[src/rtl/mo_pkg.sv]
// Motion-object descriptor layout and scanner FSM state encodings.
package mo_pkg;

   localparam logic [1:0] MO_PIC  = 2'd0;
   localparam logic [1:0] MO_Y    = 2'd1;
   localparam logic [1:0] MO_X    = 2'd2;
   localparam logic [1:0] MO_ATTR = 2'd3;

   localparam int MO_ATTR_VFLIP = 7;

   localparam logic [2:0] S_IDLE = 3'd0;
   localparam logic [2:0] S_RD_Y = 3'd1;
   localparam logic [2:0] S_CHK  = 3'd2;
   localparam logic [2:0] S_RD_X = 3'd3;
   localparam logic [2:0] S_RD_A = 3'd4;
   localparam logic [2:0] S_LAT  = 3'd5;
   localparam logic [2:0] S_EMIT = 3'd6;
   localparam logic [2:0] S_DONE = 3'd7;

endpackage

[src/rtl/mo_vmatch.sv]
// Vertical intersection test: does an object at y cover line vline, and on which row.
// Combinational; Y wraps modulo 256 so objects near the bottom reappear at the top.
module mo_vmatch #(
   parameter int OBJ_H = 16
) (
   input  logic [7:0]               vline,
   input  logic [7:0]               y,
   output logic                     hit,
   output logic [$clog2(OBJ_H)-1:0] row
);

   localparam logic [8:0] HEIGHT = 9'(OBJ_H);

   logic [7:0] diff;

   always_comb begin
      diff = vline - y;
      hit  = {1'b0, diff} < HEIGHT;
      row  = diff[$clog2(OBJ_H)-1:0];
   end

endmodule

[src/rtl/mo_line_scanner.sv]
// Walks the MO RAM once per line_start and hands intersecting objects to the drawer.
// Miss = 2 cycles, hit = 5 cycles + EMIT; EMIT holds obj_* until obj_ready, line_start aborts.
module mo_line_scanner #(
   parameter int NUM_OBJ      = 64,
   parameter int OBJ_H        = 16,
   parameter int MAX_PER_LINE = 8
) (
   input  logic                     clk,
   input  logic                     reset,
   input  logic                     line_start,
   input  logic [7:0]               vline,
   output logic [7:0]               ram_a,
   output logic                     ram_r_n,
   input  logic [7:0]               ram_o,
   output logic                     obj_valid,
   input  logic                     obj_ready,
   output logic [7:0]               obj_pic,
   output logic [7:0]               obj_x,
   output logic [7:0]               obj_attr,
   output logic [$clog2(OBJ_H)-1:0] obj_row,
   output logic                     scan_busy,
   output logic                     scan_done,
   output logic                     overflow
);

   import mo_pkg::*;

   localparam int OW = (NUM_OBJ > 1) ? $clog2(NUM_OBJ) : 1;
   localparam int CW = $clog2(MAX_PER_LINE + 1);
   localparam int RW = $clog2(OBJ_H);
   localparam logic [RW-1:0] ROW_MAX = RW'(OBJ_H - 1);

   logic [2:0]    state;
   logic [7:0]    vline_q;
   logic [OW-1:0] obj_q;
   logic [CW-1:0] cnt_q;
   logic [RW-1:0] row_q;
   logic [7:0]    pic_q;
   logic [7:0]    x_q;
   logic [7:0]    attr_q;
   logic          ovf_q;

   logic          hit;
   logic [RW-1:0] hit_row;
   logic          last_obj;

   mo_vmatch #(.OBJ_H(OBJ_H)) u_vmatch (
      .vline (vline_q),
      .y     (ram_o),
      .hit   (hit),
      .row   (hit_row)
   );

   assign last_obj = (obj_q == OW'(NUM_OBJ - 1));

   always_ff @(posedge clk) begin
      if (reset) begin
         state   <= S_IDLE;
         vline_q <= '0;
         obj_q   <= '0;
         cnt_q   <= '0;
         row_q   <= '0;
         pic_q   <= '0;
         x_q     <= '0;
         attr_q  <= '0;
         ovf_q   <= 1'b0;
      end else if (line_start) begin
         // Restart from any state, including an abort mid-scan or in DONE.
         vline_q <= vline;
         obj_q   <= '0;
         cnt_q   <= '0;
         ovf_q   <= 1'b0;
         state   <= S_RD_Y;
      end else begin
         case (state)
            S_RD_Y: state <= S_CHK;
            S_CHK: begin
               if (hit) begin
                  row_q <= hit_row;
                  state <= S_RD_X;
               end else if (last_obj) begin
                  state <= S_DONE;
               end else begin
                  obj_q <= obj_q + OW'(1);
                  state <= S_RD_Y;
               end
            end
            S_RD_X: begin
               pic_q <= ram_o;
               state <= S_RD_A;
            end
            S_RD_A: begin
               x_q   <= ram_o;
               state <= S_LAT;
            end
            S_LAT: begin
               attr_q <= ram_o;
               if (ram_o[MO_ATTR_VFLIP]) row_q <= ROW_MAX - row_q;
               state  <= S_EMIT;
            end
            S_EMIT: begin
               if (obj_ready) begin
                  cnt_q <= cnt_q + CW'(1);
                  if (cnt_q == CW'(MAX_PER_LINE - 1) && !last_obj) begin
                     ovf_q <= 1'b1;
                     state <= S_DONE;
                  end else if (last_obj) begin
                     state <= S_DONE;
                  end else begin
                     obj_q <= obj_q + OW'(1);
                     state <= S_RD_Y;
                  end
               end
            end
            S_DONE:  state <= S_IDLE;
            default: state <= S_IDLE;
         endcase
      end
   end

   // Reads are issued one state ahead of the state that consumes ram_o.
   always_comb begin
      ram_a   = '0;
      ram_r_n = 1'b1;
      case (state)
         S_RD_Y: begin
            ram_a   = 8'({obj_q, MO_Y});
            ram_r_n = 1'b0;
         end
         S_CHK: begin
            if (hit) begin
               ram_a   = 8'({obj_q, MO_PIC});
               ram_r_n = 1'b0;
            end
         end
         S_RD_X: begin
            ram_a   = 8'({obj_q, MO_X});
            ram_r_n = 1'b0;
         end
         S_RD_A: begin
            ram_a   = 8'({obj_q, MO_ATTR});
            ram_r_n = 1'b0;
         end
         default: ;
      endcase
   end

   assign obj_valid = (state == S_EMIT) && !line_start;
   assign obj_pic   = pic_q;
   assign obj_x     = x_q;
   assign obj_attr  = attr_q;
   assign obj_row   = row_q;
   assign scan_busy = (state != S_IDLE);
   assign scan_done = (state == S_DONE) && !line_start;
   assign overflow  = ovf_q;

endmodule

[config.mk]
export PLATFORM = sky130hd
export DESIGN_NAME = mo_line_scanner
export DESIGN_NICKNAME = d
export VERILOG_FILES = /design/src/rtl/mo_pkg.sv /design/src/rtl/mo_vmatch.sv /design/src/rtl/mo_line_scanner.sv
export SDC_FILE = /design/constraint.sdc
export NUM_CORES = 1
export LEC_CHECK = 0
export ABC_AREA = 1
export BUFFER_PORTS_ARGS = -buffer_cell sky130_fd_sc_hd__clkbuf_2
export CAP_MARGIN = 10
export CORE_MARGIN = 2
export CORE_UTILIZATION = 53
export CTS_CLUSTER_DIAMETER = 60
export CTS_CLUSTER_SIZE = 12
export DETAILED_ROUTE_END_ITERATION = 10
export PLACE_DENSITY = 0.79
export SLEW_MARGIN = 20
export SYNTH_ARGS = -nofsm -noshare
export SYNTH_HDL_FRONTEND = slang
export SYNTH_SLANG_ARGS = --single-unit
[constraint.sdc]
create_clock -name clk -period 2.6 [get_ports clk]
set_clock_uncertainty 0.15 [all_clocks]
set_input_delay 0 -clock clk [delete_from_list [all_inputs] [get_ports clk]]
set_output_delay 0 -clock clk [all_outputs]
set_load 0.03 [all_outputs]
==> metrics <==
type of origin of the critical path flip-flop; Critical Path RT 2450 ps; Peak VDD IR 314 µV; CP dominant cell by count nand2_2; TritonCTS clock tree yes; GRT Residual Overflow 0; Worst setup EP type output port; Final Wtd Congestion 0.815; Slew Limit Fails 0; H-tree Lvls 2; Power Density slightly below 500 nW/µm²; max cap viols 0; number of antenna repair diodes 0; via/cell ratio 5.30; Seq pwr share 0.475; remaining antenna violation count after routing 0; net switching power between 0.4 and 0.5 mW; row count 25; nets ~470; largest net degree at the start of global routing 36; first-pass GRT wire length just over 10000 µm; synth-to-layout area growth 31.6%; post-synthesis sequential area ratio 0.388; combinational power share 0.174; layout cells sized above 1 0.269; fmax 403 MHz; Num CTS Buffers 5; post-DP HPWL 4420 µm; most common cell after layout, fill and taps aside clkbuf_2; Syn Nets 384; total number of vias 2615; # DRC 0; Util after Layout 0.723; First-pass DRT Iterations 5; clk sinks 50; Die Span Y 73.7 µm; Seq cells post-synth 50; wire per inst 13.2 µm; critical path data arrival time 2330 ps; crit path max fanout 7; Die Wd 73.7 µm; 1st-iter DRT viols 182; Cell Chain, Critical Path inv_2 -> ha_4 -> inv_2 -> fa_2 -> nand2_2 -> nand2_2 -> nand3_2 -> nand2_2 -> a21oi_2 -> nand2_2 -> o21bai_4 -> o31ai_4 -> nor2_2 -> buf_4; cells after synthesis 354; Min Hold Slack 13.0 ps; Crit Path Category reg -> out; most frequent cells in the layout 54 x clkbuf_2, 49 x inv_1, 49 x dfxtp_1, 46 x nor2_1, 43 x nand2_1; endpoints failing setup 0; Mean Syn Cell Area 7.28 µm²; slowest CP cell fa_2; vias in the first global route 2320; sw frac 0.268; GRT Overall Usage 0.239; outcome completed; synthesized area 2580 µm²; CTS clock-pin slew for the worst setup and hold paths approximately 90 ps; Hold Vio Cnt, Final 0; clock group share of total power 0.350; die area 5440 µm²; initial antenna violation count 0; CTS root buffer clkbuf_8; Tmin final 2480 ps; Port Buffers 60; I/O pin cnt between 60 and 70; library cells used by synthesis 37; Internal 1.22 mW; Core Footprint approximately 4700 µm²; drt total wl 6500 µm; Starting Density 0.549; P_leak 1.52 nW; Clock Latency Late Sink around 310 ps; final worst path period share 0.954; Max clock buf depth 2; worst slew pin tran 836 ps; Synth warnings 0; Rel. slew slack 0.442; Hold WC Path Type in -> reg; largest stage delay on the critical path 360 ps
-- metal layers --
metal	wire [µm]	vias to the layer above	global-route usage
met1	2740	1191	0.312
met5	0	-	0
li1	-	1308	-
met3	317	19	0.0370
met2	3300	97	0.401
met4	143	0	0.0808
-- sequential cells by signal, summed over array words and instances (netlist names) --
name,count
obj_attr,8
obj_pic,8
obj_x,8
vline_q,8
obj_q,6
cnt_q,4
obj_row,4
state,3
overflow,1
-- metrics by stage --
stage | power [mW] | area (µm²) | setup WS [ps] | TNS (ps) | instances
after floorplan | 0.970 | 2580 | 160 | 0 | 354
after global placement | 1.03 | 2910 | 287 | 0 | 461
after detailed placement | 1.03 | 2910 | 202 | 0 | 461
after CTS | 1.63 | 3270 | 9.77 | 0 | 490
after global routing | 1.73 | 3390 | -7.43 | -7.43 | 493
final | 1.66 | 3390 | 119 | 0 | 493
-- synthesized netlist by cell type (all sizes together) --
library cell	n	area [µm²]
fa	1	20.0
nand4	1	6.26
nand2	52	215
xor2	4	35.0
o21bai	1	18.8
ha	9	113
o31ai	1	21.3
o21ai	41	209
nor4	2	27.5
xnor2	2	17.5
nor3	4	25.0
buf	3	20.0
clkbuf	6	26.3
or2	2	15.0
nor2	53	219
o21a	1	7.51
a211oi	1	7.51
nand3b	4	30.0
dfxtp	50	1000
inv	53	199
a21oi	38	194
mux2i	1	10.0
nand3	24	140
-- timing repair --
item | CTS | global route
resized for setup | 10 | 22
pin swaps | 4 | 7
endpoints found under the setup margin | 7 | 7
buffers inserted | 2 | 3
endpoints found under the hold margin | 39 | 0
hold buffers | 19 | 0
-- critical path: cells and delay by family, from the launching register on --
kind,cells,cell delay (ps)
AO/OA/AOI/OAI,3,450
flip-flops,1,320
AND/OR/NAND/NOR,6,510
buffers and inverters,3,270
adder cells (fa/ha/maj),2,480
-- final cells by class --
class                           count  area [µm²]
Clock buffer                        6        82.6
Clock inverter                      2        38.8
Fill cell                         353        1300
Inverter                           53         199
Multi-Input combinational cell    242        1440
Sequential cell                    50        1000
Tap cell                           54        67.6
Timing Repair Buffer               86         564
-- power by group through the flow --
stage          Clock [mW]  Combinational [mW]  Sequential [mW]
2_1_floorplan           0               0.161            0.809
3_3_place_gp            0               0.220            0.805
3_5_place_dp            0               0.225            0.805
4_1_cts             0.592               0.255            0.787
5_1_grt             0.622               0.320            0.792
6_report            0.582               0.290            0.790
-- final timing paths --
check / start / slack, ps / to / cells after the start
setup reg to reg: state[2]$_SDFFE_PP0P_ / 160 / obj_attr[7]$_SDFFE_PP0P_ / 7
hold reg to reg: obj_x[4]$_SDFFE_PP0P_ / 300 / obj_x[4]$_SDFFE_PP0P_ / 2
setup / recovery: vline_q[0]$_SDFFE_PP0P_ / 120 / ram_a[6] / 14
hold / removal: line_start / 10 / vline_q[0]$_SDFFE_PP0P_ / 3
-- cells by family after synthesis --
family                     share of synthesized area
and+or+nand+nor                                0.263
AOI/OAI and AO/OA                              0.178
buffers and inverters                         0.0951
DFF                                            0.388
adders and majority gates                     0.0515
xor gates and xnor gates                      0.0204
muxes                                        0.00388
No activity file was read; power rests on OpenSTA's default activity.
